$ cat src/rtl/router_input_port_if.sv
// Link-side and crossbar-side handshake bundle for one router input port.
// The master modport is the upstream/arbiter side; the slave modport is the port itself.
interface router_input_port_if #(
  parameter int unsigned PACKET_WIDTH = 64
);
  logic                    si;
  logic                    ri;
  logic [PACKET_WIDTH-1:0] di;
  logic                    out_valid;
  logic [2:0]              out_dir;
  logic [PACKET_WIDTH-1:0] out_data;
  logic                    out_grant;

  modport master (
    output si, di, out_grant,
    input  ri, out_valid, out_dir, out_data
  );

  modport slave (
    input  si, di, out_grant,
    output ri, out_valid, out_dir, out_data
  );
endinterface

$ cat src/rtl/router_input_port.sv
// Two-VC router input stage: XY route decode with hop decrement on write,
// polarity selects which VC faces the link and which faces the crossbar.
module router_input_port #(
  parameter int unsigned PACKET_WIDTH = 64
) (
  input  logic                clk,
  input  logic                reset,
  input  logic                polarity_i,
  router_input_port_if.slave  port_if,
  output logic [15:0]         pkt_count_o
);

  localparam logic [2:0] DirE  = 3'd0;
  localparam logic [2:0] DirW  = 3'd1;
  localparam logic [2:0] DirN  = 3'd2;
  localparam logic [2:0] DirS  = 3'd3;
  localparam logic [2:0] DirPe = 3'd4;

  logic [PACKET_WIDTH-1:0] pkt_buf_q [2];
  logic [PACKET_WIDTH-1:0] pkt_buf_d [2];
  logic [2:0]              dir_q [2];
  logic [2:0]              dir_d [2];
  logic [1:0]              full_q, full_d;
  logic [15:0]             pkt_count_q, pkt_count_d;

  logic                    lnk_vc, xb_vc;
  logic                    wr_en, rd_en;
  logic [7:0]              hx, hy;
  logic [PACKET_WIDTH-1:0] routed_pkt;
  logic [2:0]              routed_dir;

  assign lnk_vc = polarity_i;
  assign xb_vc  = ~polarity_i;
  assign hx     = port_if.di[55:48];
  assign hy     = port_if.di[47:40];

  assign wr_en = port_if.si & ~full_q[lnk_vc];
  assign rd_en = port_if.out_grant & full_q[xb_vc];

  // X is resolved before Y; the hop consumed by this router is removed here.
  always_comb begin
    routed_pkt = port_if.di;
    routed_dir = DirPe;
    if (hx != 8'd0) begin
      routed_pkt[55:48] = hx - 8'd1;
      routed_dir        = port_if.di[62] ? DirW : DirE;
    end else if (hy != 8'd0) begin
      routed_pkt[47:40] = hy - 8'd1;
      routed_dir        = port_if.di[61] ? DirS : DirN;
    end
  end

  always_comb begin
    pkt_buf_d   = pkt_buf_q;
    dir_d       = dir_q;
    full_d      = full_q;
    pkt_count_d = pkt_count_q;
    if (wr_en) begin
      pkt_buf_d[lnk_vc] = routed_pkt;
      dir_d[lnk_vc]     = routed_dir;
      full_d[lnk_vc]    = 1'b1;
      pkt_count_d       = pkt_count_q + 16'd1;
    end
    // Write and grant always target opposite VCs, so both may apply in one edge.
    if (rd_en) begin
      pkt_buf_d[xb_vc] = '0;
      full_d[xb_vc]    = 1'b0;
    end
  end

  always_ff @(posedge clk) begin
    if (!reset) begin
      pkt_buf_q   <= '{default: '0};
      dir_q       <= '{default: '0};
      full_q      <= '0;
      pkt_count_q <= '0;
    end else begin
      pkt_buf_q   <= pkt_buf_d;
      dir_q       <= dir_d;
      full_q      <= full_d;
      pkt_count_q <= pkt_count_d;
    end
  end

  always_comb begin
    port_if.ri        = ~full_q[lnk_vc];
    port_if.out_valid = full_q[xb_vc];
    port_if.out_data  = '0;
    port_if.out_dir   = '0;
    if (full_q[xb_vc]) begin
      port_if.out_data = pkt_buf_q[xb_vc];
      port_if.out_dir  = dir_q[xb_vc];
    end
  end

  assign pkt_count_o = pkt_count_q;

endmodule

$ cat src/flat_wrapper.sv
// flat-port wrapper written by rule: the top's interface ports become plain ports
module router_input_port_flat 
#(
  parameter int unsigned PACKET_WIDTH = 64
)
  (clk, reset, polarity_i, pkt_count_o, port_if_si, port_if_di, port_if_out_grant, port_if_ri, port_if_out_valid, port_if_out_dir, port_if_out_data);
  router_input_port_if #(.PACKET_WIDTH(PACKET_WIDTH)) port_if_i ();
  input  logic clk;
  input  logic reset;
  input  logic polarity_i;
  output logic [15:0] pkt_count_o;
  input wire logic [$bits(port_if_i.si)-1:0] port_if_si;
  input wire logic [$bits(port_if_i.di)-1:0] port_if_di;
  input wire logic [$bits(port_if_i.out_grant)-1:0] port_if_out_grant;
  output wire logic [$bits(port_if_i.ri)-1:0] port_if_ri;
  output wire logic [$bits(port_if_i.out_valid)-1:0] port_if_out_valid;
  output wire logic [$bits(port_if_i.out_dir)-1:0] port_if_out_dir;
  output wire logic [$bits(port_if_i.out_data)-1:0] port_if_out_data;
  assign port_if_i.si = port_if_si;
  assign port_if_i.di = port_if_di;
  assign port_if_i.out_grant = port_if_out_grant;
  assign port_if_ri = port_if_i.ri;
  assign port_if_out_valid = port_if_i.out_valid;
  assign port_if_out_dir = port_if_i.out_dir;
  assign port_if_out_data = port_if_i.out_data;
  router_input_port #(.PACKET_WIDTH(PACKET_WIDTH)) u_core (.clk(clk), .reset(reset), .polarity_i(polarity_i), .port_if(port_if_i), .pkt_count_o(pkt_count_o));
endmodule
$ cat config.mk
export PLATFORM = sky130hd
export DESIGN_NAME = router_input_port_flat
export DESIGN_NICKNAME = d
export VERILOG_FILES = /design/src/rtl/router_input_port_if.sv /design/src/rtl/router_input_port.sv /design/src/flat_wrapper.sv
export SDC_FILE = /design/constraint.sdc
export NUM_CORES = 1
export LEC_CHECK = 0
export CORE_AREA = 8 8 132 147
export DETAILED_ROUTE_END_ITERATION = 8
export DIE_AREA = 0 0 140 155
export GPL_ROUTABILITY_DRIVEN = 0
export GPL_TIMING_DRIVEN = 0
export PLACE_DENSITY = 0.72
export SLEW_MARGIN = 20
export SYNTH_ARGS = -nofsm -noshare
export SYNTH_HDL_FRONTEND = slang
export SYNTH_SLANG_ARGS = --single-unit
export TNS_END_PERCENT = 1
$ cat constraint.sdc
create_clock -name clk -period 4.8 [get_ports clk]
set_input_delay 0.48 -clock clk [delete_from_list [all_inputs] [get_ports clk]]
set_output_delay 0.48 -clock clk [all_outputs]
set_load 0.02 [all_outputs]
==> metrics.yaml, run 1 <==
run_status:
  status: "finished clean"
routing:
  vias_per_cell: 5.326
  vias: 6519
  drt_iter0_markers: 381
  m1WireLength_mm: 9.182
  drt_pass1_iterations: 5
  wl_per_cell_um: 16.98
  ant_nets: 0
  top_layer: "met4"
  drc: 0
  routed_wl_mm: 20.78
  dr_wl_met2_mm: 10.04
  met3WireLength_mm: 1.045
final_layout:
  multi_input_area_um2: 3327
  fillers: 1669
  mostFrequentLayoutCells: "nand2_1 (231), dfxtp_1 (152), clkdlybuf4s50_1 (152), a21oi_1 (141), clkbuf_1 (53)"
  layout.nets: 1074
  ff_latch_area_um2: 3043
  final_common_cell: "nand2_1"
  n_antenna_cell: 0
  drive_gt1_share_pct: 4.545
  final_util_pct: 52.66
  final_cells: 1224
  areaGrowthSynthToFinish_pct: 35.79
timing:
  worstMarginPinSlew_ps: 685.0
  finalSetupTns_ps: 0
  maxSlewViolCount: 0
  fin_ws_ps: 1458
  slew_headroom_pct: 54.14
  hold_viol_final: 0
  max_clock_freq_mhz: 299.2
  skew_ps: 5.832
  rsz0062_at_grt: "false"
  layout_worst_path_cycle_share_pct: 69.63
  period_minus_slack_ps: 3342
  setup_viol: 0
yosys:
  synth_warnings: 0
  synth_edf_count: 0
  seq_area_frac_synth_pct: 45.89
  async_flop_share_pct: 0
  syn_inst: 829
  synth.cell_area_um2: 6631
  ys.flop_type: "dfxtp_1"
  syn_avg_cell_area_um2: 7.999
  yosysUniqueCellTypes: 42
  yosys_register_bits: 152
  syn_nets: 903
floorplanning:
  die_w_um: 140
  std_cell_rows: 51
  pin_count: 154
  fp.dieH_um: 155
  start_util_pct: 38.78
  die-area_um2: 21700
  core_um2: 17100
power:
  power_leakage_nw: 3.171
  p_total_mw: 3.026
  irDropWorstVdd_mv: 0.2246
  p_per_area_nw_per_um2: 336.0
placed_design:
  dp_cells: 1193
  dp_hpwl_mm: 15.05
  port_buffers: 152
  dp_slack_ps: 1649
clock_network:
  cts_hold_buf: 0
  clockRootBuffer: "clkbuf_16"
  path_clk_slew_ps: 60
  clk_latency_ps: 420
  clock_path_buffers: 2
  cts_tree: "yes"
  htreeDepth: 4
  cts_sinks: 152
  cts_resized: 0
  cts_buffers: 17
  post-cts-setup-buffer-count: 0
worst_setup_path:
  worstPathRequired_ps: 4320
  r2r_slack_ps: 2600
  cp.arrival_ps: 2860
  startpoint_type: "flip-flop"
  critical_path.max_fanout: 10
  cp-end-kind: "output pin"
  crit_type: "reg -> out"
  ff2ff_path_depth: 6
global_routing:
  antenna_found_initial: 0
  grt_pass1_vias: 6208
  grt-ovfl-total: 0
  grt_pass1_wl_mm: 32.95
  grt.total_usage_pct: 18.97
  grt_max_degree: 17
run:
  cap_violations: 0
worst_hold_path:
  hold_class: "reg -> reg"
  min_path_cells: 2
[state kept, by name, summed over array words and instances (netlist names), named ones only]
name and count:
u_core.pkt_buf_q 126, u_core.full_q 2, u_core.pkt_count_o 16, u_core.dir_q 6
[per-stage QoR]
stage	cell area [um2]	hold WS (ps)
global route	9005	467.1
global placement	8418	441.3
floorplan	6631	435.7
detailed placement	8423	446.4
finish	9005	452.8
CTS	9005	453.8
[final cells by class]
cell class / count / area share (%)
multi-input combinational: 607 / 36.95
sequential: 152 / 33.79
timing repair buffer: 152 / 16.90
clock buffer: 22 / 5.377
tap: 212 / 2.946
buffer: 60 / 2.543
clock inverter: 9 / 1.084
inverter: 10 / 0.4168
[metal layers]
| metal | GRT usage, % | vias to the layer above |
|---|---|---|
| met1 | 23.27 | 3072 |
| met2 | 31.58 | 191 |
| met5 | 0 | - |
| met4 | 8.075 | 0 |
| met3 | 4.168 | 33 |
| li1 | - | 3223 |
[synth_stat cells (2+ instances only)]
cell	count	area (um2)
a22o_1	52	455.4
dfxtp_1	152	3043
nor3_1	4	20.02
nand3_2	2	20.02
nor4_1	2	12.51
nand4_1	7	43.79
inv_1	10	37.54
or4_1	8	60.06
buf_2	3	15.01
and2_1	4	25.02
clkbuf_1	52	195.2
and4_1	2	17.52
ha_1	5	62.56
nand3_1	22	110.1
nor4_4	2	42.54
xor2_1	8	70.07
or3_1	5	31.28
a211oi_1	2	15.01
and3_1	2	12.51
a21oi_1	141	705.7
a22oi_1	3	22.52
buf_1	5	18.77
o31ai_1	9	67.56
nor3b_1	2	15.01
o211ai_1	2	15.01
nor2_1	29	108.9
o21ai_0	25	125.1
mux2i_1	19	190.2
nor4b_2	2	30.03
nor2b_1	2	12.51
xnor2_1	4	35.03
o31a_1	2	17.52
nand2_1	231	867.1
[final timing paths]
check,from,end
max reg2reg,u_core.full_q[1]$_SDFF_PN0_,u_core.pkt_buf_q[63]$_SDFF_PN0_
max,u_core.full_q[1]$_SDFF_PN0_,port_if_out_data[38]
min reg2reg,u_core.pkt_buf_q[80]$_SDFF_PN0_,u_core.pkt_buf_q[80]$_SDFF_PN0_
min,u_core.pkt_buf_q[80]$_SDFF_PN0_,u_core.pkt_buf_q[80]$_SDFF_PN0_
[cell families (layout without fill, tap and decap cells)]
family / Yosys count / count (layout) / share of synthesized area, %
fa+ha+maj: 5 / 5 / 0.9434
xor+xnor: 12 / 12 / 1.585
mux: 21 / 21 / 3.377
flops: 152 / 152 / 45.89
compound gates: 239 / 239 / 22.04
simple gates: 330 / 330 / 22.15
buf+inv: 70 / 253 / 4.019
[report_power, final]
group / total, mW / switching, mW / internal [mW]
Clock: 1.32 / 0.508 / 0.812
Sequential: 1.35 / 0.0320 / 1.32
Combinational: 0.353 / 0.212 / 0.141
[worst max-delay path, stage by stage, from the launching register on]
cell             delay, ps
dfxtp_1                450
nor2b_1                160
clkbuf_1               410
clkbuf_1               520
a22o_1                 270
clkdlybuf4s50_1        630
(Power assumes the default switching activity.)
==> run 2: changes to the inputs <==
PLACE_DENSITY = 0.75   (was 0.72)
clock period = 2.8 ns   (was 4.8 ns; I/O delays follow)
==> metrics.yaml, run 2 (same netlist as run 1, synthesis figures left out) <==
global_routing:
  grt_max_degree: 17  # unchanged
  grt-ovfl-total: 0  # unchanged
  grt_busiest_layer: "met2"
  grt_use_met2_pct: 32.98  # +1.4 points
  grt.total_usage_pct: 19.17  # +0.20 points
  grt_pass1_vias: 6356  # +2.4%
  gr-usage-met3_pct: 4.107  # -0.061 points
  antenna_found_initial: 2  # +2
  grt_pass1_wl_mm: 33.08  # +0.38%
  met1_usage_pct: 22.63  # -0.64 points
worst_setup_path:
  crit_top_cell: "buf_2"
  crit_type: "reg -> out"
  critical_path.max_fanout: 10  # unchanged
  cp_top_family: "buffers and inverters"
  worstPathRequired_ps: 2520  # -1800 ps
  path_cells: "and2_1 -> buf_2 -> buf_2 -> a22o_1 -> clkdlybuf4s50_1"
  slowest_stage: "clkdlybuf4s50_1"
  critPathMaxStageDelay_ps: 650  # +20 ps
  cp-end-kind: "output pin"
  crit_buf_inv: 3  # unchanged
  cp.arrival_ps: 2410  # -450 ps
  startpoint_type: "flip-flop"
placed_design:
  port_buffers: 152  # unchanged
  dp_hpwl_mm: 15.02  # -0.17%
clock_network:
  clk_latency_ps: 430  # about the same
  cts_hold_buf: 0  # unchanged
  cts_tree: "yes"
  htreeDepth: 4  # unchanged
  clockRootBuffer: "clkbuf_16"
  cts_buffers: 17  # unchanged
  cts_sinks: 152  # unchanged
  clock_path_buffers: 2  # unchanged
  path_clk_slew_ps: 60  # about the same
power:
  p_per_area_nw_per_um2: 592.8  # +76%
  p_int_mw: 4.030  # +77%
  power_frac_comb_pct: 11.4  # -0.3 points
  p_seq_share_pct: 43.1  # -1.6 points
  p_clk_share_pct: 45.5  # +1.9 points
  switching_share_pct: 25.15  # +0.31 points
  power_leakage_nw: 3.219  # +1.5%
  irDropWorstVdd_mv: 0.3912  # +74%
  p_sw_mw: 1.354  # +80%
  p_total_mw: 5.384  # +78%
timing:
  finalSetupTns_ps: 0  # unchanged
  worstMarginPinSlew_ps: 709.3  # +24.30 ps
  layout_worst_path_cycle_share_pct: 95.97
  period_minus_slack_ps: 2687
  skew_ps: 6.462  # +0.6303 ps
  hold_viol_final: 0  # unchanged
  slew_headroom_pct: 52.51  # -1.6 points
  maxSlewViolCount: 0  # unchanged
  rsz0062_at_grt: "false"
  max_clock_freq_mhz: 372.2
  setup_viol: 0  # unchanged
routing:
  drc: 0  # unchanged
  vias_per_cell: 5.329  # about the same
  drt_pass1_iterations: 5  # unchanged
  drt_iter0_markers: 296  # -22%
  ant_nets: 0  # unchanged
  wl_per_cell_um: 17.18  # +1.2%
  vias: 6533  # +0.21%
  routed_wl_mm: 21.06  # +1.3%
worst_hold_path:
  hold_class: "in -> reg"
final_layout:
  final_common_cell: "nand2_1"
  drive_gt1_share_pct: 6.022  # +1.5 points
  mostFrequentLayoutCells: "nand2_1 (231), dfxtp_1 (152), clkdlybuf4s50_1 (152), a21oi_1 (141), a22o_1 (52)"
  largest_reg_flops: 126  # unchanged
  areaGrowthSynthToFinish_pct: 36.96
  layout.nets: 1074  # unchanged
  largest-register: "u_core.pkt_buf_q"
  final_util_pct: 53.11  # +0.45 points
floorplanning:
  die_w_um: 140  # unchanged
  pin_count: 154  # unchanged
  core_um2: 17100  # unchanged
  std_cell_rows: 51  # unchanged
  die-area_um2: 21700  # unchanged
  start_util_pct: 38.78  # unchanged
  fp.dieH_um: 155  # unchanged
run_status:
  status: "finished clean"
run:
  cap_violations: 0  # unchanged
-- run 2: cell types whose count changed in the layout (fill, tap and decap cells not counted), moves of 2 or more --
cell | previous run | this run
buf_1 | 5 | 1
buf_2 | 3 | 8
bufinv_16 | 2 | 4
clkbuf_1 | 53 | 44
clkbuf_2 | 0 | 6
clkbuf_8 | 4 | 1
clkinv_2 | 6 | 1
clkinv_4 | 0 | 2
clkinvlp_4 | 1 | 5
inv_6 | 0 | 2
-- run 2: tightest hold or removal path, cell delays in order --
cell             delay, ps
clkdlybuf4s50_1        420
nand2_1                 60
a21oi_1                 50
-- run 2: final cells by class --
cell class / count / area, um2
Fill cell: 1586 / 8019
Multi-Input combinational cell: 607 / 3329
Sequential cell: 152 / 3043
Timing Repair Buffer: 152 / 1521
Clock buffer: 18 / 439.2
Tap cell: 212 / 265.3
Buffer: 60 / 246.5
Clock inverter: 14 / 197.7
Inverter: 10 / 37.54
Antenna cell: 1 / 2.502
-- run 2: timing repair --
item	in CTS	in global routing
resized for setup	13	3
cloned	0	0
buffers inserted	0	0
endpoints found under the setup margin	66	37
-- run 2: power groups by stage --
| stage | sequential, mW | clock (mW) | combinational (mW) |
|---|---|---|---|
| final | 2.32 | 2.45 | 0.612 |
| after detailed placement | 2.37 | 0 | 0.608 |
| after global placement | 2.36 | 0 | 0.600 |
| after CTS | 2.32 | 2.49 | 0.614 |
| after global routing | 2.33 | 2.59 | 0.670 |
| after floorplan | 2.36 | 0 | 0.322 |
-- run 2: layer usage --
metal  part of all wire [%]  vias up  wire [um]
met3                    5.2       39       1098
met2                     50      207      10470
li1                       -     3222          -
met4                    2.5        2        533
met1                     43     3063       8952
met5                  0.052        -         11
-- run 2: path summary, 6_finish.rpt --
check	startpoint	to	slack (ps)	cells past startpoint
worst max register to register	u_core.full_q[0]$_SDFF_PN0_	u_core.pkt_buf_q[100]$_SDFF_PN0_	720	6
worst min-delay path	port_if_di[27]	u_core.pkt_buf_q[27]$_SDFF_PN0_	430	3
worst min register to register	u_core.pkt_buf_q[97]$_SDFF_PN0_	u_core.pkt_buf_q[97]$_SDFF_PN0_	450	2
worst max-delay path	u_core.full_q[0]$_SDFF_PN0_	port_if_out_data[47]	110	5
-- run 2: through the flow --
stage          instances  hold slack (ps)  setup slack (ps)  instance area, um2
6_report            1226            430.7             112.9                9082
5_1_grt             1226            429.2             1.294                9082
4_1_cts             1225            419.1             17.42                9077
3_5_place_dp        1193            446.6             44.90                8423
3_3_place_gp        1193            441.4            -59.23                8418
2_1_floorplan        829            411.2             921.3                6631
==> run 3: changes to the inputs <==
DONT_BUFFER_PORTS = 1   (was default)
PLACE_DENSITY = 0.63   (was 0.75)
==> metrics.yaml, run 3 (same netlist as run 1, synthesis figures left out) <==
run_status:
  status: "finished clean"
placed_design:
  port_buffers: 0  # -100%
  dp_cells: 1041  # -13%
  dp_hpwl_mm: 14.81  # -1.4%
  place_area_um2: 6897  # -18%
worst_setup_path:
  crit_top_cell: "nor2_1"
  cp-end-kind: "output pin"
  startpoint_type: "flip-flop"
  critical_path.max_fanout: 10  # unchanged
  slowest_stage: "clkbuf_1"
  critPathMaxStageDelay_ps: 500  # -150 ps
  worstPathRequired_ps: 2520  # about the same
  crit_type: "reg -> out"
  path_cells: "nor2b_1 -> clkbuf_2 -> nor2_1 -> clkbuf_1 -> nor2_1"
  cp.arrival_ps: 2330  # -80 ps
timing:
  period_minus_slack_ps: 2605  # -81.85 ps
  slew_headroom_pct: 54.69  # +2.2 points
  hold_viol_final: 0  # unchanged
  finalSetupTns_ps: 0  # unchanged
  max_clock_freq_mhz: 383.8  # +3.1%
  rsz0062_at_grt: "false"
  setup_viol: 0  # unchanged
  maxSlewViolCount: 0  # unchanged
  layout_worst_path_cycle_share_pct: 93.04  # -2.9 points
  skew_ps: 12.58  # +6.118 ps
  worstMarginPinSlew_ps: 677.9  # -31.33 ps
floorplanning:
  fp.dieH_um: 155  # unchanged
  core_um2: 17100  # unchanged
  std_cell_rows: 51  # unchanged
  die-area_um2: 21700  # unchanged
  pin_count: 154  # unchanged
  start_util_pct: 38.78  # unchanged
  die_w_um: 140  # unchanged
global_routing:
  grt.total_usage_pct: 19.40  # +0.23 points
  antenna_found_initial: 0  # -2
  grt-ovfl-total: 0  # unchanged
  grt_pass1_wl_mm: 33.09  # about the same
  grt_max_degree: 17  # unchanged
  grt_pass1_vias: 5943  # -6.5%
final_layout:
  final_cells: 1122  # -8.5%
  mostFrequentLayoutCells: "nand2_1 (231), dfxtp_1 (152), a21oi_1 (141), clkbuf_1 (54), a22o_1 (52)"
  fillers: 1705  # +7.5%
  final_area_um2: 8066  # -11%
  n_antenna_cell: 0  # -1
  drive_gt1_share_pct: 5.165  # -0.86 points
  largest_reg_flops: 126  # unchanged
  final_common_cell: "nand2_1"
  areaGrowthSynthToFinish_pct: 21.64
  largest-register: "u_core.pkt_buf_q"
  final_util_pct: 47.17  # -5.9 points
  layout.nets: 971  # -9.6%
routing:
  drt_iter0_markers: 308  # +4.1%
  vias_per_cell: 5.440  # +2.1%
  drt_pass1_iterations: 5  # unchanged
  drc: 0  # unchanged
  routed_wl_mm: 21.17  # +0.49%
  vias: 6104  # -6.6%
  ant_nets: 0  # unchanged
  wl_per_cell_um: 18.86  # +9.8%
clock_network:
  clock_path_buffers: 2  # unchanged
  htreeDepth: 4  # unchanged
  clockRootBuffer: "clkbuf_16"
  cts_tree: "yes"
  cts_buffers: 17  # unchanged
  cts_sinks: 152  # unchanged
  clk_latency_ps: 430  # about the same
  path_clk_slew_ps: 60  # about the same
worst_hold_path:
  hold_class: "in -> reg"
power:
  p_per_area_nw_per_um2: 676.2  # +14%
  irDropWorstVdd_mv: 0.4277  # +9.4%
  power_leakage_nw: 2.848  # -12%
  p_total_mw: 5.454  # +1.3%
run:
  cap_violations: 0  # unchanged
run 3: layout make-up:
type / count / area (um2) / area share [%]
Clock buffer: 21 / 450.4 / 5.584
Timing Repair Buffer: 49 / 490.5 / 6.080
Buffer: 60 / 230.2 / 2.854
Sequential cell: 152 / 3043 / 37.72
Clock inverter: 11 / 220.2 / 2.730
Tap cell: 212 / 265.3 / 3.288
Inverter: 10 / 37.54 / 0.4653
Multi-Input combinational cell: 607 / 3329 / 41.27
run 3: per-stage QoR:
stage               hold WS [ps]  setup WS, ps
finish                     102.3         194.8
CTS                        86.50         31.06
global route               113.3        0.6379
floorplan                  411.2         921.3
detailed placement         421.4         396.5
global placement           415.2         391.2
run 3: where the power goes:
group,switching [mW],internal (mW)
clock,0.919,1.70
combinational,0.338,0.175
sequential,0.0605,2.26
total,1.32,4.14
run 3: final timing paths:
| kind | slack [ps] | startpoint | depth (start not counted) | to |
|---|---|---|---|---|
| hold reg to reg | 450 | u_core.pkt_buf_q[51]$_SDFF_PN0_ | 2 | u_core.pkt_buf_q[51]$_SDFF_PN0_ |
| hold / removal | 100 | port_if_di[40] | 2 | u_core.pkt_buf_q[104]$_SDFF_PN0_ |
| setup / recovery | 190 | u_core.full_q[1]$_SDFF_PN0_ | 5 | port_if_out_data[54] |
| setup reg to reg | 770 | u_core.full_q[1]$_SDFF_PN0_ | 6 | u_core.pkt_buf_q[38]$_SDFF_PN0_ |
run 3: timing repair:
| item | CTS | global route |
|---|---|---|
| hold endpoints to repair | 99 | 0 |
| resized for setup | 1 | 2 |
| buffers inserted | 0 | 0 |
| setup endpoints to repair | 1 | 11 |
| hold buffers | 49 | 0 |
run 3: worst max-delay path: cells and delay by family (launching register included):
family        cells  cell delay (ps)
buf+inv           2              720
simple gates      3              820
flops             1              360
run 3: routing by layer:
layer	track usage, %	routed length [um]
met2	31.88	10310
met3	5.945	1501
met5	0	0
met1	23.41	8893
met4	7.350	464
